<file path="config.mk">
export PLATFORM = sky130hd
export DESIGN_NAME = bit_serial_subtractor_flat
export DESIGN_NICKNAME = d
export VERILOG_FILES = /design/src/rtl/bit_serial_subtractor_if.sv /design/src/rtl/bit_serial_subtractor.sv /design/src/flat_wrapper.sv
export SDC_FILE = /design/constraint.sdc
export NUM_CORES = 1
export LEC_CHECK = 0
export CAP_MARGIN = 20
export CORE_MARGIN = 4
export CORE_UTILIZATION = 45
export DETAILED_ROUTE_END_ITERATION = 7
export PLACE_DENSITY = 0.7
export SETUP_SLACK_MARGIN = 0.15
export SYNTH_ARGS = -nofsm -noshare
export SYNTH_HDL_FRONTEND = slang
export SYNTH_SLANG_ARGS = --single-unit
export TNS_END_PERCENT = 50
</file>
<file path="constraint.sdc">
create_clock -name clk -period 2.2 [get_ports clk]
set_input_delay 0.33 -clock clk [delete_from_list [all_inputs] [get_ports clk]]
set_output_delay 0.33 -clock clk [all_outputs]
set_load 0.01 [all_outputs]
</file>
<file path="src/rtl/bit_serial_subtractor_if.sv">
// Bit-serial subtractor bus: serial operand inputs plus serial and parallel results.
interface bit_serial_subtractor_if #(
  parameter int WIDTH = 8
);
  logic             in_valid;
  logic             start;
  logic             A;
  logic             B;
  logic             Borrow_in;
  logic             Diff;
  logic             Borrow_out;
  logic             out_valid;
  logic             word_done;
  logic [WIDTH-1:0] diff_word;
  logic             busy;

  // Operand source / result consumer side
  modport master (
    output in_valid, start, A, B, Borrow_in,
    input  Diff, Borrow_out, out_valid, word_done, diff_word, busy
  );

  // Subtractor side
  modport slave (
    input  in_valid, start, A, B, Borrow_in,
    output Diff, Borrow_out, out_valid, word_done, diff_word, busy
  );
endinterface

</file>
<file path="src/rtl/bit_serial_subtractor.sv">
// LSB-first bit-serial subtractor: D = A - B - Borrow_in over a WIDTH-bit word.
// One registered stage from accepted input bit to Diff/Borrow_out/out_valid;
// the finished word is presented on diff_word with a one-cycle word_done pulse.
module bit_serial_subtractor #(
  parameter int WIDTH = 8
) (
  input  logic                  clk,
  input  logic                  rst_n,
  bit_serial_subtractor_if.slave bus
);

  localparam int IW = (WIDTH > 2) ? $clog2(WIDTH) : 1;
  localparam logic [IW-1:0] LAST_IDX = IW'(WIDTH - 1);

  typedef enum logic {
    ST_IDLE = 1'b0,
    ST_RUN  = 1'b1
  } state_t;

  // Difference bit of a full subtractor
  function automatic logic sub_diff(input logic a, input logic b, input logic bin);
    return a ^ b ^ bin;
  endfunction

  // Borrow out of a full subtractor
  function automatic logic sub_borrow(input logic a, input logic b, input logic bin);
    return (~a & b) | (~(a ^ b) & bin);
  endfunction

  state_t           state_q, state_d;
  logic [IW-1:0]    idx_q, idx_d;
  logic             br_q, br_d;
  logic [WIDTH-1:0] sr_q, sr_d;
  logic             diff_q, diff_d;
  logic             bo_q, bo_d;
  logic             ov_q, ov_d;
  logic             wd_q, wd_d;
  logic [WIDTH-1:0] dw_q, dw_d;

  logic          accept;
  logic          last_bit;
  logic          b0;
  logic          d_bit;
  logic          bo_bit;
  logic [IW-1:0] wr_idx;

  // A bit is taken when valid and either a word is running or it opens a new one;
  // a start always reloads the borrow, which is how a start on the MSB wins.
  assign accept   = bus.in_valid & (bus.start | (state_q == ST_RUN));
  assign last_bit = (state_q == ST_RUN) & (idx_q == LAST_IDX) & ~bus.start;
  assign b0       = bus.start ? bus.Borrow_in : br_q;
  assign d_bit    = sub_diff(bus.A, bus.B, b0);
  assign bo_bit   = sub_borrow(bus.A, bus.B, b0);
  assign wr_idx   = bus.start ? {IW{1'b0}} : idx_q;

  // State register: FSM state and bit index
  always_ff @(posedge clk or negedge rst_n) begin
    if (!rst_n) begin
      state_q <= ST_IDLE;
      idx_q   <= {IW{1'b0}};
    end else begin
      state_q <= state_d;
      idx_q   <= idx_d;
    end
  end

  // Next-state logic: start opens/restarts a word, the MSB closes it, no valid stalls
  always_comb begin
    state_d = state_q;
    idx_d   = idx_q;
    case (state_q)
      ST_IDLE: begin
        if (bus.in_valid && bus.start) begin
          state_d = ST_RUN;
          idx_d   = IW'(1);
        end else begin
          state_d = ST_IDLE;
          idx_d   = idx_q;
        end
      end
      ST_RUN: begin
        if (bus.in_valid && bus.start) begin
          state_d = ST_RUN;
          idx_d   = IW'(1);
        end else if (bus.in_valid && (idx_q == LAST_IDX)) begin
          state_d = ST_IDLE;
          idx_d   = {IW{1'b0}};
        end else if (bus.in_valid) begin
          state_d = ST_RUN;
          idx_d   = idx_q + IW'(1);
        end else begin
          state_d = ST_RUN;
          idx_d   = idx_q;
        end
      end
      default: begin
        state_d = ST_IDLE;
        idx_d   = {IW{1'b0}};
      end
    endcase
  end

  // Output logic: next values for borrow, shift register and all registered outputs.
  // Stale sr bits from an aborted word are simply overwritten by the new word.
  always_comb begin
    br_d   = br_q;
    sr_d   = sr_q;
    diff_d = diff_q;
    bo_d   = bo_q;
    ov_d   = 1'b0;
    wd_d   = 1'b0;
    dw_d   = dw_q;
    if (accept) begin
      br_d         = bo_bit;
      sr_d[wr_idx] = d_bit;
      diff_d       = d_bit;
      bo_d         = bo_bit;
      ov_d         = 1'b1;
      if (last_bit) begin
        wd_d = 1'b1;
        dw_d = {d_bit, sr_q[WIDTH-2:0]};
      end else begin
        wd_d = 1'b0;
        dw_d = dw_q;
      end
    end else begin
      ov_d = 1'b0;
      wd_d = 1'b0;
    end
  end

  // Datapath and output registers
  always_ff @(posedge clk or negedge rst_n) begin
    if (!rst_n) begin
      br_q   <= 1'b0;
      sr_q   <= {WIDTH{1'b0}};
      diff_q <= 1'b0;
      bo_q   <= 1'b0;
      ov_q   <= 1'b0;
      wd_q   <= 1'b0;
      dw_q   <= {WIDTH{1'b0}};
    end else begin
      br_q   <= br_d;
      sr_q   <= sr_d;
      diff_q <= diff_d;
      bo_q   <= bo_d;
      ov_q   <= ov_d;
      wd_q   <= wd_d;
      dw_q   <= dw_d;
    end
  end

  assign bus.Diff       = diff_q;
  assign bus.Borrow_out = bo_q;
  assign bus.out_valid  = ov_q;
  assign bus.word_done  = wd_q;
  assign bus.diff_word  = dw_q;
  assign bus.busy       = (state_q == ST_RUN);

endmodule

</file>
<file path="src/flat_wrapper.sv">
// flat-port wrapper written by rule: the top's interface ports become plain ports
module bit_serial_subtractor_flat 
#(
  parameter int WIDTH = 8
)
  (clk, rst_n, bus_in_valid, bus_start, bus_A, bus_B, bus_Borrow_in, bus_Diff, bus_Borrow_out, bus_out_valid, bus_word_done, bus_diff_word, bus_busy);
  bit_serial_subtractor_if #(.WIDTH(WIDTH)) bus_i ();
  input  logic clk;
  input  logic rst_n;
  input wire logic [$bits(bus_i.in_valid)-1:0] bus_in_valid;
  input wire logic [$bits(bus_i.start)-1:0] bus_start;
  input wire logic [$bits(bus_i.A)-1:0] bus_A;
  input wire logic [$bits(bus_i.B)-1:0] bus_B;
  input wire logic [$bits(bus_i.Borrow_in)-1:0] bus_Borrow_in;
  output wire logic [$bits(bus_i.Diff)-1:0] bus_Diff;
  output wire logic [$bits(bus_i.Borrow_out)-1:0] bus_Borrow_out;
  output wire logic [$bits(bus_i.out_valid)-1:0] bus_out_valid;
  output wire logic [$bits(bus_i.word_done)-1:0] bus_word_done;
  output wire logic [$bits(bus_i.diff_word)-1:0] bus_diff_word;
  output wire logic [$bits(bus_i.busy)-1:0] bus_busy;
  assign bus_i.in_valid = bus_in_valid;
  assign bus_i.start = bus_start;
  assign bus_i.A = bus_A;
  assign bus_i.B = bus_B;
  assign bus_i.Borrow_in = bus_Borrow_in;
  assign bus_Diff = bus_i.Diff;
  assign bus_Borrow_out = bus_i.Borrow_out;
  assign bus_out_valid = bus_i.out_valid;
  assign bus_word_done = bus_i.word_done;
  assign bus_diff_word = bus_i.diff_word;
  assign bus_busy = bus_i.busy;
  bit_serial_subtractor #(.WIDTH(WIDTH)) u_core (.clk(clk), .rst_n(rst_n), .bus(bus_i));
endmodule
</file>
==> out/qor.yml <==
detailed_routing:
  wl_met3_um: 93
  dr.max_layer_used: "met4"
  dr.first_iter.drc_count: 6
  routed_wl_mm: 1.83
  vias_per_cell: 4.99
  wirelength_met1_um: 842
  dr.pass1.iters: 3
  drc_errors: 0
  post_drt_wl_per_cell_um: 12.7
  ant_nets: 0
  wl_met2_um: 876
  vias: 719
critical_path:
  reg2reg_slack_ns: 0.59
  slowest_stage: "clkdlybuf4s50_1"
  worstPathCellList: "clkdlybuf4s50_1"
  start_kind: "flop"
  worstReg2RegStart: "u_core.bus.Borrow_out$_DFFE_PN0P_"
  path_max_fanout: 10
  critical_path_buf_inv_count: 1
  crit_family: "buffers and inverters"
  arrival_ns: 1.50
  crit_type: "flop to primary output"
  max_stage_delay_ns: 0.61
  worstSetupEndpointType: "primary output"
  reg2regPathDepth: 3
  r2r_end: "u_core.bus.Diff$_DFFE_PN0P_"
  cp.required_ns: 1.87
synth:
  yosysSeqAreaShare_pct: 54.0
  syn-num-nets: 106
  yosys_warnings: 0
  syn_inst: 96
  synth-seq-cells: 23
  synth_cell_types: 25
  syn_area_per_cell_um2: 11.1
  synth.cell_area_mm2: 0.00107
clock_tree:
  tritoncts: "yes"
  cts_resized: 0
  cts_buffer_depth: 2
  clkTransAtPathRegs_ns: 0.13
  cts_num_sinks: 23
  insertion_delay_ns: 0.31
  numCtsBuffers: 3
  cts_setup_buffers: 0
  cts-root-buf: "clkbuf_4"
  htree_levels: 1
  cts_hold_buf: 0
power:
  leakage_nw: 0.645
  p_per_area_mw_per_mm2: 913
  ir_drop_uv: 538
placed_design:
  gp_congestion: 0.694
  portBuffers: 19
  place_area_mm2: 0.00127
  dp_hpwl_mm: 1.32
timing:
  clock.fmax_mhz: 547
  setup_tns_ns: 0
  min_period_over_period_pct: 83.1
  drv_slew: 0
  clock_skew_ns: 0.00123
  worst_pin_slew_ns: 0.378
  finalSetupViolCount: 0
  rsz0062_at_grt: "false"
  hold_viol_final: 0
  max_slew_margin_pct: 74.7
  min_period_ns: 1.83
finish:
  areaGrowthSynthToFinish_pct: 21.8
  nNetsFinal: 127
  n_antenna_cell: 0
  final_layout_size_suffix_gt1_share_pct: 11.2
  postLayoutCellArea_mm2: 0.00130
global_route:
  grt_pass1_wl_mm: 3.05
  grt_overflow: 0
  track_usage_pct: 12.2
  antenna_found_initial: 0
  grt_pass1_vias: 711
  grt_max_degree: 24
run_status:
  status: "finished, final reports clean"
run:
  maxCapViolCount: 0
die:
  start_util_pct: 47.7
  die_x_um: 56.7
  ios: 20
  core_mm2: 0.00223
  dieArea_mm2: 0.00321
  num_rows: 17
  die_h_um: 56.7
worst_hold_path:
  hold_class: "input pin to asynchronous set/reset pin"
[cell usage after synthesis, drive strengths merged]
cell type / n / share of area, %
o21ai: 13 / 6.5
mux2i: 7 / 6.6
mux2: 2 / 2.1
o32a: 1 / 0.94
ha: 2 / 2.3
nor3b: 3 / 3.1
fa: 1 / 1.9
a22o: 2 / 1.6
and4b: 1 / 0.94
dfrtp: 23 / 54
buf: 5 / 3.3
nand4b: 2 / 3.1
nor4b: 1 / 1.4
inv: 12 / 4.2
nor2: 2 / 0.70
nand2: 17 / 6.0
o22ai: 1 / 0.59
and3b: 1 / 0.82
[metal layers]
metal / up-vias / global-route usage, %
met2: 17 / 20.3
met3: 2 / 2.53
li1: 360 / -
met1: 340 / 14.8
met5: - / 0
met4: 0 / 6.10
[state kept, by name (all words and copies together) (netlist names)]
name and flops:
u_core.sr_q 7, u_core.bus.word_done 1, u_core.bus.out_valid 1, u_core.bus.Borrow_out 1, u_core.idx_q 3, u_core.bus.Diff 1
u_core.bus.diff_word 8, u_core.bus.busy 1
[worst max-delay path by stage]
stage                     cells after the start  slack, ns                                   to                 startpoint
after detailed placement                      4       0.06          u_core.bus.Diff$_DFFE_PN0P_                  bus_start
after CTS                                     1       0.36                             bus_busy  u_core.bus.busy$_DFF_PN0_
after global placement                        4       0.11  u_core.bus.diff_word[7]$_DFFE_PN0P_                  bus_start
after global routing                          1       0.32                             bus_busy  u_core.bus.busy$_DFF_PN0_
after floorplan                               5       0.49          u_core.bus.Diff$_DFFE_PN0P_                  bus_start
final                                         1       0.37                             bus_busy  u_core.bus.busy$_DFF_PN0_
[area by class of cell]
class | count | area [um2]
Sequential cell | 23 | 576
Clock buffer | 3 | 22.5
Multi-Input combinational cell | 56 | 410
Inverter | 12 | 45.0
Tap cell | 28 | 35.0
Clock inverter | 1 | 5.00
Fill cell | 208 | 935
Timing Repair Buffer | 21 | 205
[where the power goes]
part / internal [W] / total [W] / leakage [nW] / switching [W]
logic: 0.000207 / 0.000374 / 0.349 / 0.000167
clock network: 0.0000679 / 0.000198 / 0.0177 / 0.000130
registers: 0.000543 / 0.000613 / 0.278 / 0.0000706
[logic make-up (layout without fill, tap and decap cells)]
family | count (synthesis) | after routing | share of synthesized area (%)
adders and majority gates | 3 | 3 | 4.23
AOI/OAI and AO/OA | 17 | 17 | 9.63
muxes | 9 | 9 | 8.69
and+or+nand+nor | 27 | 27 | 16.0
buffers and inverters | 17 | 37 | 7.51
DFF | 23 | 23 | 54.0
[per-stage QoR]
step                hold WS [ns]  total power [W]  util (%)  setup WS (ns)  cells
global placement           0.459         0.000988      56.9          0.108    140
detailed placement         0.469          0.00101      56.9         0.0641    140
floorplan                 0.0344         0.000814         -          0.492     96
global route               0.367          0.00127      58.2          0.319    144
CTS                        0.353          0.00120      58.2          0.358    144
finish                     0.351          0.00119      58.2          0.372    144
[layout by cell type (no fill, tap or decap)]
cell type	netlist	routed
mux2i_1	7	7
o21ai_2	1	1
nand2_1	17	17
nor4b_2	1	1
o32a_1	1	1
ha_1	2	2
nand4b_1	1	1
buf_4	2	2
a22o_1	2	2
clkbuf_4	0	3
inv_1	12	12
clkdlybuf4s50_1	0	19
mux2_2	2	2
o21ai_1	2	2
dfrtp_1	23	23
o22ai_1	1	1
clkinv_2	0	1
nor2_1	2	2
nand4b_4	1	1
nor3b_1	1	1
fa_1	1	1
nor3b_2	2	2
o21ai_0	10	10
and4b_1	1	1
and3b_1	1	1
Power figures use the tool's default switching activity.
==> patch 1, RTL diff (same flow settings) <==
`WIDTH` is set to 8 in 3 places; all go to 4.
--- a/src/rtl/bit_serial_subtractor_if.sv
+++ b/src/rtl/bit_serial_subtractor_if.sv
@@ -1,6 +1,6 @@
 // Bit-serial subtractor bus: serial operand inputs plus serial and parallel results.
 interface bit_serial_subtractor_if #(
-  parameter int WIDTH = 8
+  parameter int WIDTH = 4
 );
   logic             in_valid;
   logic             start;
--- a/src/rtl/bit_serial_subtractor.sv
+++ b/src/rtl/bit_serial_subtractor.sv
@@ -2,7 +2,7 @@
 // One registered stage from accepted input bit to Diff/Borrow_out/out_valid;
 // the finished word is presented on diff_word with a one-cycle word_done pulse.
 module bit_serial_subtractor #(
-  parameter int WIDTH = 8
+  parameter int WIDTH = 4
 ) (
   input  logic                  clk,
   input  logic                  rst_n,
--- a/src/flat_wrapper.sv
+++ b/src/flat_wrapper.sv
@@ -1,7 +1,7 @@
 // flat-port wrapper written by rule: the top's interface ports become plain ports
 module bit_serial_subtractor_flat 
 #(
-  parameter int WIDTH = 8
+  parameter int WIDTH = 4
 )
   (clk, rst_n, bus_in_valid, bus_start, bus_A, bus_B, bus_Borrow_in, bus_Diff, bus_Borrow_out, bus_out_valid, bus_word_done, bus_diff_word, bus_busy);
   bit_serial_subtractor_if #(.WIDTH(WIDTH)) bus_i ();
Ports: changed (resized bus_diff_word); port bits go from 20 to 16. The function was not compared with the original's and may differ.
==> patch 1 against the unedited design <==
Wire length fell by 42%; critical path depth did not move; final area fell by 36%; area after synthesis fell by 41%; die area fell by 36%; sequential cell count fell by 9; via count fell by 40%; utilization rose by 5.3 points; hold slack improved by 77 ps; setup slack improved by 110 ps; power fell by 18%; highest routed layer is now met3.
==> patch 1: results (changes against the unedited design) <==
* Met2 routed WL at 465 um (-47%)
* Mux share of post-synthesis cell area at 6.52% (-2.2 points)
* Final Skew at 6.90 ps (+5.67 ps)
* Initial antenna violation count at 0 (unchanged)
* HP Class: input port to asynchronous set/reset pin
* Met3 routed WL at 76 um (-18%)
* Number of distinct library cells after synthesis at 22 (-12%)
* Compound-Gate Fraction of Synth Area at 10.5% (+0.85 points)
* Tot GR Track Use at 11.0% (-1.2 points)
* Lkg Pwr at 0.000396 uW (-39%)
* Max reg flops at 4 (-4)
* CP max-delay cell: clkdlybuf4s50_1
* Global-route wire length before repair at 1640 um (-46%)
* Vias in the first global route at 408 (-43%)
* Uppermost layer routed: met3
* Dpl hpwl at 808 um (-39%)
* Clock Latency Late Sink at 270 ps (-40 ps)
* Root Driver: clkbuf_4
* Synth Area in XOR/XNOR at 0% (unchanged)
* Clock slew at reported path FFs at 90 ps (-40 ps)
* Resized Gates After CTS at 0 (unchanged)
* Switching power at 313 uW (-15%)
* Synth Area in Adders at 5.14% (+0.91 points)
* First drt pass iteration count at 2 (-1)
* Area after DPL at 800 um^2 (-37%)
* Clk. pwr at 181 uW (-9%)
* Routability congestion estimate at 0.690 (-0.50%)
* Max Buffers Root-to-Sink at 2 (unchanged)
* Ratio of cells with drive above 1 in the final layout at 15.8% (+4.6 points)
* Met2 Use GR at 17.0% (-3.3 points)
* Wire per inst at 11.6 um (-8.5%)
* Largest net degree at the start of global routing at 15 (-38%)
* EDFF count, synth at 0 (unchanged)
* Crit path max fanout at 8 (-2)
* Share of total power in combinational logic at 37.0% (+5.5 points)
* Initial drt markers at 6 (unchanged)
* Critical path's top delay family: buffers and inverters
* Rel. slew slack at 59.7% (-15 points)
* Synthesis Warnings at 0 (unchanged)
* Hold Buf Count CTS at 0 (unchanged)
* Ant diodes at 0 (unchanged)
* Port bufs at 15 (-4)
* Top post-synthesis cells by count: dfrtp_1, nand2_1, inv_1, o21ai_0, mux2i_1
* Synth top area cells: dfrtp_1, nand2_1, mux2i_1, o21ai_0, inv_1
* Met1 WL at 516 um (-39%)
* P per Cell Area at 1160 nW/um^2 (+27%)
* Worst VDD drop at 0.000559 V (+3.9%)
* Vias/cell at 4.76 (-4.7%)
* Seq/Total Area, Yosys at 55.3% (+1.3 points)
* GRT met1 Usage at 14.5% (-0.27 points)
* Met3 usage at 3.56% (+1.0 points)
* TritonCTS Buffers at 3 (unchanged)
* Final-stage net count at 86 (-32%)
* Status: complete, no violations
* Delay of the slowest critical-path stage at ~600 ps
* Post-synthesis async set-or-reset flop share at 100% (unchanged)
* Setup bufs post-CTS at 0 (unchanged)
* GRT overflow at 0 (unchanged)
* Syn Nets at 67 (-37%)
* H-tree level count at 1 (unchanged)
## patch 1: cell types whose count changed after synthesis, sizes merged, moves of 2 or more
cell,before,now
buf,5,2
dfrtp,23,14
inv,12,7
mux2i,7,3
nand2,17,12
nor3b,3,1
o21ai,13,8
## patch 1: per-stage QoR
stage / setup WS (ps) / std cells / utilization [%] / hold slack, ps
2_1_floorplan: 597 / 58 / - / 34.4
3_3_place_gp: 245 / 87 / 60.7 / 461
4_1_cts: 471 / 91 / 63.4 / 453
5_1_grt: 422 / 91 / 63.4 / 470
6_report: 483 / 91 / 63.4 / 428
3_5_place_dp: 214 / 87 / 60.7 / 469
## patch 1: layout make-up
type	instances	area [um^2]
Inverter	7	26.3
Tap cell	15	18.8
Timing Repair Buffer	16	158
Multi-Input combinational cell	35	246
Clock buffer	4	36.3
Sequential cell	14	350
Fill cell	104	482
## patch 1: path summary, 6_finish.rpt
| check | from | to | slack [ps] | depth (start not counted) |
|---|---|---|---|---|
| worst max-delay path | u_core.bus.busy | bus_busy | 480 | 1 |
| worst min-delay path | rst_n | u_core.idx_q[0] | 430 | 1 |
| worst max register to register | u_core.bus.Borrow_out | u_core.bus.Diff | 730 | 3 |
| worst min register to register | u_core.bus.diff_word[2] | u_core.bus.diff_word[2] | 480 | 2 |
| max in group asynchronous | rst_n | u_core.sr_q[0] | 1380 | 1 |
| min in group clk | u_core.bus.diff_word[2] | u_core.bus.diff_word[2] | 480 | 2 |
## patch 1: kinds of logic (layout without fill, tap and decap cells)
group / Yosys count / after routing
adder cells (fa/ha/maj): 2 / 2
multiplexers: 4 / 4
buffers and inverters: 9 / 27
AO/OA/AOI/OAI: 11 / 11
AND/OR/NAND/NOR: 18 / 18
flip-flops: 14 / 14
==> patch 2, RTL diff (same settings) <==
Made on the original files. Reset style: synchronous (`rst_n`), changed in 2 clocked blocks.
--- a/src/rtl/bit_serial_subtractor.sv
+++ b/src/rtl/bit_serial_subtractor.sv
@@ -54,7 +54,7 @@
   assign wr_idx   = bus.start ? {IW{1'b0}} : idx_q;
 
   // State register: FSM state and bit index
-  always_ff @(posedge clk or negedge rst_n) begin
+  always_ff @(posedge clk) begin
     if (!rst_n) begin
       state_q <= ST_IDLE;
       idx_q   <= {IW{1'b0}};
@@ -130,7 +130,7 @@
   end
 
   // Datapath and output registers
-  always_ff @(posedge clk or negedge rst_n) begin
+  always_ff @(posedge clk) begin
     if (!rst_n) begin
       br_q   <= 1'b0;
       sr_q   <= {WIDTH{1'b0}};
Function: differs if rst_n is asserted again (counterexample within 4 cycles, from zero or initial values and one cycle with rst_n low); with rst_n held inactive, the same outputs for 10 cycles.
==> patch 2 against the unedited design <==
Setup slack got worse by 15 ps; via count rose by 12%; cell count rose by 10%; count of clock-buffer cells in the layout unchanged; non-clock buffer count rose by 3; final area shrank 2.6%; area after synthesis down 3.8%; hold slack gained 110 ps; sequential cell count is the same; critical path depth increased by 4; wire length is 3.8% higher.
Power is not compared: it rests on default switching activity, and its combinational part moved more than twofold at a synthesized area within 25%.
==> patch 2: results (changes against the unedited design) <==
* Filler cells at 203 (-2.4%)
* Top post-synthesis cells by count: nand2_1, dfxtp_1, a21oi_1
* Vias after detailed routing at 804 (+12%)
* Placed cells at 155 (+11%)
* Worst Reg2Reg Path Length in Cells at 5 (+2)
* Clock slew at reported path FFs at 120 ps
* Area after DPL at 1240 um^2 (-2.7%)
* Pre-CTS setup slack at 6.97 ps (-57.1 ps)
* Number of distinct library cells after synthesis at 32 (+28%)
* Crit path max fanout at 6 (-4)
* Post-synthesis async set-or-reset flop share at 0% (-100 points)
* Post-Synthesis Cells at 110 (+15%)
* Ratio of cells with drive above 1 in the final layout at 13.7% (+2.5 points)
* Initial drt markers at 11 (+5)
* Final-stage net count at 142 (+12%)
* Routability congestion estimate at 0.776 (+12%)
* Critical Path AT at 2050 ps (+550 ps)
* First drt pass iteration count at 4 (+1)
* HP Class: flop to flop
* Status: complete, no violations
* Largest net degree at the start of global routing at 14 (-42%)
* Global-route wire length before repair at 3250 um (+6.6%)
* Tot GR Track Use at 13.3% (+1.1 points)
* Final Skew at 5.97 ps (+4.74 ps)
* Synth top area cells: dfxtp_1, nand2_1, mux2i_1, a21oi_1, buf_4
* Seq/Total Area, Yosys at 44.9% (-9.1 points)
* Syn Nets at 120 (+13%)
* Routed WL at 1900 um (+3.8%)
## patch 2: power by group
part	switching, uW	internal [uW]
registers	8.69	425
logic	39.2	43.4
clock network	130	68.1
total	178	536
## patch 2: path summary, 6_finish.rpt
| path | startpoint | end | slack, ps |
|---|---|---|---|
| worst min register to register | u_core.bus.diff_word[6] | u_core.bus.diff_word[6] | 460 |
| worst max-delay path | bus_start | u_core.sr_q[0] | 360 |
| worst min-delay path | u_core.bus.diff_word[6] | u_core.bus.diff_word[6] | 460 |
| worst max register to register | u_core.idx_q[0] | u_core.bus.diff_word[7] | 520 |
## patch 2: logic make-up after synthesis
family                     count (synthesis)  share of synthesized area [%]
muxes                                      7                           6.95
and+or+nand+nor                           44                           22.1
buffers and inverters                     10                           6.10
AOI/OAI and AO/OA                         23                           15.6
adders and majority gates                  3                           4.39
DFF                                       23                           44.9
## patch 2: worst max-delay path: stages
cell and delay (ps):
clkdlybuf4s50_1 500, mux2_2 350, fa_1 540, nand2b_1 230, mux2i_1 100
## patch 2: cell type report
cell class                      instances  share of cell area, %
Sequential cell                        23                   36.4
Timing Repair Buffer                   24                   18.0
Multi-Input combinational cell         77                   39.8
Inverter                                3                  0.890
Clock inverter                          1                  0.396
Tap cell                               28                   2.77
Clock buffer                            3                   1.78
## patch 2: metal layers
| metal | GRT usage, % | vias to the layer above | share of wire [%] |
|---|---|---|---|
| li1 | - | 418 | - |
| met2 | 21.6 | 18 | 45 |
| met4 | 7.29 | 0 | 2.0 |
| met1 | 15.6 | 365 | 47 |
| met3 | 3.94 | 3 | 6.1 |
| met5 | 0 | - | 0 |
## patch 2: through the flow
stage                     utilization (%)  hold slack (ps)
after floorplan                         -              432
after global placement               56.5              442
after detailed placement             56.5              446
after CTS                            57.7              464
after global routing                 57.7              487
final                                57.7              462
